[src/rtl/grid_frame_scheduler.sv]
// grid_frame_scheduler: frame sequencer and frame-buffer write arbiter.
// Optional write-out watchdog enabled by defining SCHED_TIMEOUT_EN.
module grid_frame_scheduler #(
  parameter int NUM_ITER   = 16,
  parameter int ADDR_W     = 8,
  parameter int DATA_W     = 32,
  parameter int WR_TIMEOUT = 1023
) (
  input  logic              clk_50,
  input  logic              reset,
  input  logic              enable,
  output logic              comp_step,
  input  logic              comp_done,
  output logic              comp_allow,
  input  logic              done_write_sig,
  input  logic              gw_we,
  input  logic [ADDR_W-1:0] gw_addr,
  input  logic [DATA_W-1:0] gw_data,
  input  logic              ov_req,
  input  logic [ADDR_W-1:0] ov_addr,
  input  logic [DATA_W-1:0] ov_data,
  output logic              ov_gnt,
  output logic              mem_we,
  output logic [ADDR_W-1:0] mem_addr,
  output logic [DATA_W-1:0] mem_data,
  output logic [15:0]       frame_count,
  output logic              busy,
  output logic              timeout_err
);

  typedef enum logic [2:0] {
    S_IDLE,
    S_STEP,
    S_WAIT,
    S_WRITE,
    S_FEND
  } state_t;

  state_t              r_state;
  state_t              w_next;
  logic [7:0]          r_iter;
  logic                r_comp_step;
  logic                r_comp_allow;
  logic [15:0]         r_frame_cnt;
  logic                r_mem_we;
  logic [ADDR_W-1:0]   r_mem_addr;
  logic [DATA_W-1:0]   r_mem_data;
  logic                w_last;
  logic                w_done_last;
  logic                w_wr_end;
  logic                w_gw_sel;
  logic                w_busy;
  logic                w_ov_gnt;

  assign w_last      = (r_iter == 8'(NUM_ITER - 1));
  assign w_done_last = (r_state == S_WAIT) && comp_done && w_last;

`ifdef SCHED_TIMEOUT_EN
  localparam int WD_W = (WR_TIMEOUT > 1) ? $clog2(WR_TIMEOUT) : 1;

  logic [WD_W-1:0] r_wdog;
  logic            r_timeout_err;
  logic            w_wd_hit;

  // limit hit on the WR_TIMEOUT-th cycle spent in WRITE
  assign w_wd_hit = (r_state == S_WRITE) &&
                    (r_wdog == WD_W'(WR_TIMEOUT - 1));

  // watchdog: counts WRITE cycles, cleared outside WRITE
  always_ff @(posedge clk_50 or negedge reset) begin
    if (!reset) begin
      r_wdog <= '0;
    end else if (r_state == S_WRITE) begin
      r_wdog <= r_wdog + 1'b1;
    end else begin
      r_wdog <= '0;
    end
  end

  // sticky error; a same-cycle done is a normal completion
  always_ff @(posedge clk_50 or negedge reset) begin
    if (!reset) begin
      r_timeout_err <= 1'b0;
    end else if (w_wd_hit && !done_write_sig) begin
      r_timeout_err <= 1'b1;
    end
  end

  assign w_wr_end    = done_write_sig | w_wd_hit;
  assign timeout_err = r_timeout_err;
`else
  assign w_wr_end    = done_write_sig;
  assign timeout_err = 1'b0;
`endif

  // state register
  always_ff @(posedge clk_50 or negedge reset) begin
    if (!reset) begin
      r_state <= S_IDLE;
    end else begin
      r_state <= w_next;
    end
  end

  // next-state logic
  always_comb begin
    w_next = r_state;
    unique case (r_state)
      S_IDLE:  if (enable) w_next = S_STEP;
      S_STEP:  w_next = S_WAIT;
      S_WAIT: begin
        if (comp_done) begin
          w_next = w_last ? S_WRITE : S_STEP;
        end
      end
      S_WRITE: if (w_wr_end) w_next = S_FEND;
      S_FEND:  w_next = enable ? S_STEP : S_IDLE;
      default: w_next = S_IDLE;
    endcase
  end

  // output decode: busy flag and write-port arbitration
  always_comb begin
    w_busy   = (r_state != S_IDLE);
    w_gw_sel = (r_state == S_WRITE) && gw_we;
    w_ov_gnt = ov_req && !w_gw_sel;
  end

  // iteration counter, cleared at frame start and on last iteration
  always_ff @(posedge clk_50 or negedge reset) begin
    if (!reset) begin
      r_iter <= '0;
    end else if ((r_state == S_IDLE) && enable) begin
      r_iter <= '0;
    end else if ((r_state == S_WAIT) && comp_done) begin
      r_iter <= w_last ? 8'd0 : r_iter + 8'd1;
    end
  end

  // step pulse: issued from IDLE directly, else once per STEP visit
  always_ff @(posedge clk_50 or negedge reset) begin
    if (!reset) begin
      r_comp_step <= 1'b0;
    end else begin
      r_comp_step <= ((r_state == S_IDLE) && enable) ||
                     ((r_state == S_STEP) && !r_comp_step);
    end
  end

  // compute/write phase gate for the grid writer
  always_ff @(posedge clk_50 or negedge reset) begin
    if (!reset) begin
      r_comp_allow <= 1'b1;
    end else if (w_done_last) begin
      r_comp_allow <= 1'b0;
    end else if (r_state == S_FEND) begin
      r_comp_allow <= 1'b1;
    end
  end

  // completed-frame counter, wraps silently
  always_ff @(posedge clk_50 or negedge reset) begin
    if (!reset) begin
      r_frame_cnt <= '0;
    end else if (r_state == S_FEND) begin
      r_frame_cnt <= r_frame_cnt + 16'd1;
    end
  end

  // registered write port: grid writer first, then overlay
  always_ff @(posedge clk_50 or negedge reset) begin
    if (!reset) begin
      r_mem_we   <= 1'b0;
      r_mem_addr <= '0;
      r_mem_data <= '0;
    end else if (w_gw_sel) begin
      r_mem_we   <= 1'b1;
      r_mem_addr <= gw_addr;
      r_mem_data <= gw_data;
    end else if (ov_req) begin
      r_mem_we   <= 1'b1;
      r_mem_addr <= ov_addr;
      r_mem_data <= ov_data;
    end else begin
      r_mem_we   <= 1'b0;
    end
  end

  assign comp_step   = r_comp_step;
  assign comp_allow  = r_comp_allow;
  assign frame_count = r_frame_cnt;
  assign mem_we      = r_mem_we;
  assign mem_addr    = r_mem_addr;
  assign mem_data    = r_mem_data;
  assign busy        = w_busy;
  assign ov_gnt      = w_ov_gnt;

endmodule

[config.mk]
export PLATFORM = sky130hd
export DESIGN_NAME = grid_frame_scheduler
export DESIGN_NICKNAME = d
export VERILOG_FILES = /design/src/rtl/grid_frame_scheduler.sv
export SDC_FILE = /design/constraint.sdc
export NUM_CORES = 1
export LEC_CHECK = 0
export CAP_MARGIN = 20
export CORE_MARGIN = 2
export CORE_UTILIZATION = 44
export DETAILED_ROUTE_END_ITERATION = 8
export PLACE_DENSITY_LB_ADDON = 0.08
export SLEW_MARGIN = 20
export SYNTH_ARGS = -nofsm -noshare
export SYNTH_HDL_FRONTEND = slang
export SYNTH_SLANG_ARGS = --single-unit
[constraint.sdc]
create_clock -name clk_50 -period 3 [get_ports clk_50]
set_clock_uncertainty 0.1 [all_clocks]
set_input_delay 0.75 -clock clk_50 [delete_from_list [all_inputs] [get_ports clk_50]]
set_output_delay 0.75 -clock clk_50 [all_outputs]
set_load 0.005 [all_outputs]
==> run_results.csv, run 1 <==
group,metric,value,unit
status,outcome,"completed",
pwr,power_leakage,2.21,nW
sta,finalWorstSetupSlack,0.125,ns
flow_run,drv_cap,0,
synthesis,ys.flop_type,"dfrtp_1",
sta,fin_crit,2.87,ns
synthesis,netlist_instances,313,
placement,hpwl,6430,um
synthesis,syn_nets,402,
global_routing,grt_pass1_vias,2656,
floorplan,start_util,45.7,%
placement,dp_slack,0.119,ns
drt,vias,2852,
setup_path,cp-start-kind,"input pin",
setup_path,crit_path_end_kind,"primary output",
drt,dr_wl_met3,517,um
setup_path,critical_path_class,"input pin to primary output",
cts,post_cts_buffers,0,
sta,min_period_over_period,95.8,%
cts,hold_buffers,0,
floorplan,core.rowCount,31,
sta,slew_viol_final,0,
synthesis,async_flop_share,100,%
setup_path,critical-path-max-stage-delay,0.47,ns
cts,cts.sinks,70,
placement,gp_congestion,0.745,
cts,clk_path_buf_depth,2,
placement,io_buffers,147,
global_routing,grt_pass1_wl,14200,um
final_layout,syn2layout_area_growth,52.8,%
sta,rsz0062_at_grt,"no",
final_layout,nets,546,
cts,clk_latency,0.34,ns
final_layout,fillers,581,
setup_path,cpMaxStageDelayCell,"clkdlybuf4s50_1",
setup_path,crit_fanout,2,
drt,vias_per_cell,5.08,
drt,drtAntennaViolNets,0,
final_layout,antenna_cells,0,
cts,cts_tree,"yes",
sta,setup_violations,0,
cts,cts-root-buf,"clkbuf_8",
cts,clk_pin_slew,0.07,ns
pwr,vdd_drop_max,0.000475,V
floorplan,dieArea,8240,um2
synthesis,syn-mean-instance-area,10.6,um2
global_routing,antenna_found_initial,0,
floorplan,die_h,90.8,um
floorplan,design.portCount,149,
cts,ctsResizeCount,0,
cts,htreeDepth,3,
sta,fmax,348,MHz
drt,drc,0,
synthesis,yosysUniqueCellTypes,46,
sta,slew-limit-headroom,48.0,%
setup_path,crit_top_cell,"clkdlybuf4s50_1",
sta,worstMarginPinSlew,0.780,ns
pwr,finalPower,3.30,mW
pwr,powerDensity,652,nW/um2
synthesis,syn_area,3310,um2
sta,final-hold-violation-count,0,
synthesis,synth-warning-count,0,
final_layout,layout-drive-gt1-share,6.93,%
drt,wl_met2,4180,um
drt,met1_length,4030,um
drt,finalWirelength,8850,um
setup_path,crit_chain,"clkdlybuf4s50_1 > nand4b_1 > and2_1 > clkdlybuf4s50_1",
drt,top_layer,"met4",
sta,fin_tns_setup,0,ns
synthesis,ys_seq_area_share,52.9,%
synthesis,ys_ff_latch,70,
global_routing,grt_overflow_total,0,
floorplan,die_w,90.8,um
cts,cts_buffers,9,
worst_hold_path,hold_class,"input pin to async pin",
drt,first_pass_iters,4,
global_routing,track_usage,21.7,%
drt,drt_iter0_markers,114,
setup_path,crit_family,"buffers and inverters",
floorplan,coreArea,7250,um2
setup_path,cp.required,2.15,ns
setup_path,crit_arrival,2.02,ns
synthesis,synth-edff-count,0,
global_routing,grt_max_degree,82,
drt,routedWlPerCell,15.8,um
setup_path,path_buf_inv,2,
## logic make-up (layout without fill, tap and decap cells)
logic type / after synthesis / in the layout / share of synthesized area (%)
compound gates: 60 / 60 / 10.8
xor+xnor: 18 / 18 / 4.76
fa+ha+maj: 2 / 2 / 0.755
buf+inv: 23 / 172 / 3.02
flops: 70 / 70 / 52.9
mux: 43 / 43 / 13.1
other cells: 1 / 1 / 0.113
simple gates: 96 / 96 / 14.5
## final timing paths
| path | slack (ns) | to | cells past startpoint | from |
|---|---|---|---|---|
| max | 0.13 | ov_gnt | 4 | gw_we |
| min reg2reg | 0.37 | frame_count[15]$_DFFE_PN0N_ | 1 | frame_count[15]$_DFFE_PN0N_ |
| min | 0.27 | mem_data[12]$_DFFE_PN0P_ | 1 | reset |
| min in group clk_50 | 0.37 | frame_count[15]$_DFFE_PN0N_ | 1 | frame_count[15]$_DFFE_PN0N_ |
| max in group asynchronous | 1.74 | comp_allow$_DFFE_PN1P_ | 2 | reset |
| max reg2reg | 1.13 | mem_data[15]$_DFFE_PN0P_ | 4 | r_state[1]$_DFFE_PN0P_ |
## layout by cell type, fill, tap and decap left out, drive strengths merged, types with 3 or more instances in the layout
cell,instances
a21oi,44
buf,6
clkbuf,12
clkdlybuf4s50,145
dfrtp,69
inv,5
mux2i,41
nand2,13
nand2b,3
nand3,7
nand4,5
nor2,51
nor3,5
xnor2,9
xor2,9
## cell type report
class                      count  area, um2  area share [%]
multi-input combinational    220       1460            28.8
timing repair buffer         151       1490            29.5
clock inverter                 4       70.1            1.38
sequential                    70       1750            34.6
tap                           99        124            2.45
inverter                       5       18.8           0.371
clock buffer                  12        145            2.87
## power by group
group	leakage [nW]	internal [mW]	switching, mW	total (mW)
combinational	1.24	0.670	0.417	1.09
clock	0.110	0.489	0.351	0.840
sequential	0.864	1.18	0.188	1.37
total	2.21	2.34	0.957	3.30
## metal layers
metal	up-vias	global-route usage, %
met5	-	0
met4	0	7.95
met3	11	4.84
met2	101	34.0
li1	1385	-
met1	1355	29.8
## registers in the layout, indices dropped and copies added (netlist names)
register,count
mem_addr,8
r_state,3
mem_we,1
comp_allow,1
r_iter,8
mem_data,32
comp_step,1
frame_count,16
## synth_stat cells, types with 2 or more instances
| library cell | instances | area, um2 |
|---|---|---|
| inv_1 | 5 | 18.8 |
| nand2_1 | 13 | 48.8 |
| xor2_1 | 9 | 78.8 |
| clkbuf_1 | 10 | 37.5 |
| a211oi_1 | 2 | 15.0 |
| nand2b_1 | 3 | 18.8 |
| and3_1 | 2 | 12.5 |
| buf_2 | 5 | 25.0 |
| nand4_1 | 4 | 25.0 |
| mux2_2 | 2 | 22.5 |
| and2_1 | 2 | 12.5 |
| ha_1 | 2 | 25.0 |
| dfrtp_1 | 69 | 1730 |
| a21oi_1 | 44 | 220 |
| mux2i_1 | 41 | 410 |
| xnor2_1 | 9 | 78.8 |
| nor2_1 | 51 | 191 |
| a211o_1 | 2 | 17.5 |
| nor3_1 | 3 | 15.0 |
| buf_4 | 2 | 15.0 |
| nor3_2 | 2 | 20.0 |
| nand3_1 | 6 | 30.0 |
| a22o_1 | 2 | 17.5 |
## through the flow
step	cell area, um2	utilization (%)	hold WS, ns	cells
2_1_floorplan	3310	-	0.354	313
3_3_place_gp	4850	66.8	0.356	545
3_5_place_dp	4850	66.8	0.363	545
4_1_cts	5060	69.8	0.269	561
5_1_grt	5060	69.8	0.299	561
6_report	5060	69.8	0.269	561
Power figures use the tool's default switching activity.
==> run 2, diff against run 1 <==
--- a/config.mk
+++ b/config.mk
@@ -9,6 +9,7 @@
 export CORE_MARGIN = 2
 export CORE_UTILIZATION = 44
 export DETAILED_ROUTE_END_ITERATION = 8
+export GPL_TIMING_DRIVEN = 0
 export PLACE_DENSITY_LB_ADDON = 0.08
 export SLEW_MARGIN = 20
 export SYNTH_ARGS = -nofsm -noshare
==> run_results.csv, run 2 (same netlist as run 1, synthesis figures left out) <==
group,metric,value,unit
cts,htreeDepth,3,
sta,worstMarginPinSlew,0.487,ns
setup_path,crit_fanout,2,
drt,finalWirelength,9120,um
setup_path,crit_chain,"clkdlybuf4s50_1 > nand4b_1 > and2_1 > clkdlybuf4s50_1",
sta,final-hold-violation-count,0,
final_layout,largest_reg_flops,32,
sta,min_period_over_period,96.2,%
placement,gp_congestion,0.783,
floorplan,start_util,45.7,%
cts,cts.sinks,70,
final_layout,layout-drive-gt1-share,7.98,%
flow_run,drv_cap,0,
global_routing,grt_pass1_vias,2894,
cts,cts_buffers,9,
sta,fin_tns_setup,0,ns
cts,clk_latency,0.34,ns
pwr,finalPower,3.29,mW
setup_path,crit_top_cell,"clkdlybuf4s50_1",
drt,routedWlPerCell,15.9,um
setup_path,path_buf_inv,2,
final_layout,layout_commonest_cell,"clkdlybuf4s50_1",
floorplan,design.portCount,149,
drt,drt_iter0_markers,109,
setup_path,cp.required,2.15,ns
global_routing,antenna_found_initial,0,
sta,slew_viol_final,0,
final_layout,antenna_cells,0,
cts,cts-root-buf,"clkbuf_8",
drt,first_pass_iters,4,
final_layout,nets,560,
cts,cts_tree,"yes",
setup_path,crit_arrival,2.04,ns
floorplan,die_w,90.8,um
global_routing,grt_overflow_total,0,
worst_hold_path,hold_class,"input pin to async pin",
final_layout,final_cell_mix,"145 x clkdlybuf4s50_1, 69 x dfrtp_1, 51 x nor2_1",
sta,whs,0.211,ns
global_routing,track_usage,22.9,%
placement,hpwl,6770,um
floorplan,coreArea,7250,um2
drt,drc,0,
drt,vias,2894,
floorplan,core.rowCount,31,
drt,drtAntennaViolNets,0,
status,outcome,"completed",
sta,fmax,346,MHz
final_layout,syn2layout_area_growth,54.8,%
setup_path,critical_path_class,"input pin to primary output",
setup_path,critical-path-max-stage-delay,0.46,ns
cts,clk_path_buf_depth,2,
floorplan,die_h,90.8,um
sta,setup_violations,0,
sta,rsz0062_at_grt,"no",
floorplan,dieArea,8240,um2
drt,vias_per_cell,5.03,
setup_path,cpMaxStageDelayCell,"clkdlybuf4s50_1",
cts,clk_pin_slew,0.08,ns
global_routing,grt_max_degree,45,
setup_path,crit_family,"buffers and inverters",
pwr,powerDensity,641,nW/um2
sta,slew-limit-headroom,67.2,%
pwr,power_leakage,2.25,nW
cts,hold_buffers,0,
setup_path,cp-start-kind,"input pin",
sta,fin_crit,2.89,ns
pwr,vdd_drop_max,0.000474,V
global_routing,grt_pass1_wl,14900,um
setup_path,crit_path_end_kind,"primary output",
placement,io_buffers,146,
==> run 2: metrics by stage <==
step / setup slack (ns) / std cells / util (%) / area (um2)
finish: 0.113 / 575 / 70.7 / 5130
floorplan: 0.583 / 313 / - / 3310
detailed placement: -0.179 / 559 / 67.9 / 4920
global placement: -1.41 / 558 / 67.5 / 4900
CTS: 0.0949 / 575 / 70.7 / 5130
global route: 0.0524 / 575 / 70.7 / 5130
==> run 2: final timing paths <==
kind,from,cells past startpoint,slack [ns],to
max in group asynchronous,reset,2,2.04,frame_count[11]$_DFFE_PN0N_
min in group clk_50,frame_count[15]$_DFFE_PN0N_,1,0.38,frame_count[15]$_DFFE_PN0N_
worst max register to register,r_state[2]$_DFFE_PN0P_,4,1.25,frame_count[14]$_DFFE_PN0N_
worst min register to register,frame_count[15]$_DFFE_PN0N_,1,0.38,frame_count[15]$_DFFE_PN0N_
worst max-delay path,gw_we,4,0.11,ov_gnt
worst min-delay path,reset,1,0.21,mem_data[20]$_DFFE_PN0P_
==> run 2: layer usage <==
metal / vias up / wire length (um) / GRT usage (%)
li1: 1402 / - / -
met2: 96 / 4380 / 36.2
met5: - / 0 / 0
met3: 7 / 685 / 6.59
met4: 0 / 95 / 6.31
met1: 1389 / 3960 / 31.1
==> run 2: power by group <==
group	internal [mW]	total (mW)	leakage, nW	switching, mW
registers	1.18	1.34	0.864	0.161
clock network	0.409	0.778	0.104	0.369
logic	0.697	1.16	1.28	0.466
total	2.29	3.29	2.25	0.996
==> run 2: worst register-to-register path: stages (launching register included) <==
cell     delay (ns)
dfrtp_1        0.45
nor3b_4        0.45
nand4_2        0.28
nor3_2         0.26
xnor2_1        0.15
==> run 2: final cells by class <==
| class | instances | area, um2 |
|---|---|---|
| Buffer | 17 | 78.8 |
| Clock buffer | 11 | 141 |
| Clock inverter | 5 | 57.6 |
| Fill cell | 583 | 2130 |
| Inverter | 5 | 18.8 |
| Multi-Input combinational cell | 220 | 1460 |
| Sequential cell | 70 | 1750 |
| Tap cell | 99 | 124 |
| Timing Repair Buffer | 148 | 1490 |
==> run 2: timing repair <==
item / in CTS / in global routing
buffers inserted: 1 / 0
gates resized for setup: 1 / 0
endpoints found under the setup margin: 1 / 0
==> run 3, diff against run 2 <==
--- a/config.mk
+++ b/config.mk
@@ -11,6 +11,7 @@
 export DETAILED_ROUTE_END_ITERATION = 8
 export GPL_TIMING_DRIVEN = 0
 export PLACE_DENSITY_LB_ADDON = 0.08
+export SKIP_CTS_REPAIR_TIMING = 1
 export SLEW_MARGIN = 20
 export SYNTH_ARGS = -nofsm -noshare
 export SYNTH_HDL_FRONTEND = slang
==> run_results.csv, run 3 (same netlist as run 1, synthesis figures left out) <==
group,metric,value,unit
status,outcome,"completed",
floorplan,core.rowCount,31,
drt,drtAntennaViolNets,0,
setup_path,critical-path-max-stage-delay,0.45,ns
placement,dp_slack,-0.179,ns
pwr,swShare,30.2,%
global_routing,grt_overflow_total,0,
pwr,p_seq_share,40.9,%
sta,finalWorstSetupSlack,0.0587,ns
placement,place_inst,559,
sta,final-hold-violation-count,0,
drt,finalWirelength,9080,um
cts,clk_pin_slew,0.08,ns
drt,drt_iter0_markers,112,
global_routing,grt_pass1_vias,2887,
floorplan,design.portCount,149,
final_layout,antenna_cells,0,
drt,vias_per_cell,4.99,
sta,fmax,340,MHz
pwr,internal_power,2.29,mW
floorplan,dieArea,8240,um2
setup_path,startpoint,"gw_we",
pwr,powerDensity,640,nW/um2
cts,cts_buffers,9,
setup_path,r2r_start,"r_state[0]$_DFFE_PN0P_",
global_routing,grt_pass1_wl,14900,um
drt,routedWlPerCell,15.8,um
flow_run,drv_cap,0,
sta,slew-limit-headroom,67.1,%
setup_path,crit_fanout,7,
worst_hold_path,hold_class,"input pin to async pin",
cts,htreeDepth,3,
sta,fin_crit,2.94,ns
pwr,clkPwrFrac,23.6,%
sta,rsz0062_at_grt,"no",
sta,slew_viol_final,0,
pwr,p_sw,0.992,mW
final_layout,nets,561,
final_layout,layout_commonest_cell,"clkdlybuf4s50_1",
sta,worstMarginPinSlew,0.489,ns
global_routing,antenna_found_initial,0,
setup_path,crit_chain,"clkdlybuf4s50_1 > nand4b_1 > buf_4 > and2_1 > clkdlybuf4s50_1",
cts,clk_latency,0.34,ns
placement,io_buffers,146,
cts,cts.sinks,70,
setup_path,cp.required,2.15,ns
placement,gp_congestion,0.783,
drt,drc,0,
setup_path,r2r_end,"mem_data[25]$_DFFE_PN0P_",
final_layout,syn2layout_area_growth,55.0,%
floorplan,die_h,90.8,um
final_layout,final_cell_mix,"145 x clkdlybuf4s50_1, 69 x dfrtp_1, 51 x nor2_1",
setup_path,r2r_setup_slack,1.22,ns
cts,clk_path_buf_depth,2,
sta,min_period_over_period,98.0,%
global_routing,track_usage,22.9,%
setup_path,crit_top_cell,"clkdlybuf4s50_1",
cts,cts_tree,"yes",
global_routing,grt_max_degree,45,
drt,vias,2874,
setup_path,crit_arrival,2.09,ns
pwr,power_leakage,2.25,nW
sta,setup_violations,0,
setup_path,crit_end,"ov_gnt",
final_layout,final_cells,576,
setup_path,crit_path_end_kind,"primary output",
pwr,vdd_drop_max,0.000474,V
setup_path,cpMaxStageDelayCell,"clkdlybuf4s50_1",
final_layout,largest_reg_flops,32,
pwr,comb_power_share,35.5,%
floorplan,start_util,45.7,%
sta,fin_tns_setup,0,ns
final_layout,layout-drive-gt1-share,8.18,%
setup_path,cp-start-kind,"input pin",
setup_path,critical_path_class,"input pin to primary output",
drt,first_pass_iters,5,
pwr,finalPower,3.28,mW
cts,cts-root-buf,"clkbuf_8",
placement,hpwl,6770,um
setup_path,worstRegToRegCells,7,
floorplan,coreArea,7250,um2
floorplan,die_w,90.8,um
==> run 3: how the worst min path moves through the flow <==
stage	startpoint	endpoint	slack, ns	depth (start not counted)
floorplan	reset	comp_step$_DFF_PN0_	0.35	0
global placement	frame_count[15]$_DFFE_PN0N_	frame_count[15]$_DFFE_PN0N_	0.36	1
detailed placement	frame_count[15]$_DFFE_PN0N_	frame_count[15]$_DFFE_PN0N_	0.37	1
CTS	reset	mem_data[20]$_DFFE_PN0P_	0.21	1
global route	reset	mem_data[20]$_DFFE_PN0P_	0.23	1
finish	reset	mem_data[20]$_DFFE_PN0P_	0.21	1
==> run 3: stage by stage <==
step	utilization (%)	area, um2	hold slack, ns
after global routing	70.8	5130	0.225
after floorplan	-	3310	0.354
after global placement	67.5	4900	0.356
after detailed placement	67.9	4920	0.372
final	70.8	5130	0.211
after CTS	70.6	5120	0.211
==> run 3: power by group through the flow <==
stage / sequential (mW) / combinational (mW) / clock [mW]
after global routing: 1.38 / 1.28 / 0.849
after CTS: 1.34 / 1.17 / 0.798
after global placement: 1.35 / 1.14 / 0
after floorplan: 1.37 / 0.452 / 0
after detailed placement: 1.36 / 1.17 / 0
final: 1.34 / 1.16 / 0.775
==> run 3: area by class of cell <==
cell class              count  area, um2
repair buffers            149       1500
clock inverters             5       57.6
flip-flops and latches     70       1750
well taps                  99        124
inverters                   5       18.8
clock buffers              11        141
fillers                   583       2120
plain buffers              17       78.8
multi-input cells         220       1460
==> run 3: layer usage <==
metal | global-route usage, % | routed length (um) | vias up
met1 | 31.1 | 4010 | 1374
li1 | - | - | 1400
met5 | 0 | 0 | -
met2 | 36.1 | 4350 | 93
met3 | 6.59 | 622 | 7
met4 | 6.31 | 95 | 0
==> run 3: worst max-delay path: cells and delay by family <==
family | cells | cell delay, ns
buf+inv | 3 | 1.08
simple gates | 2 | 0.25
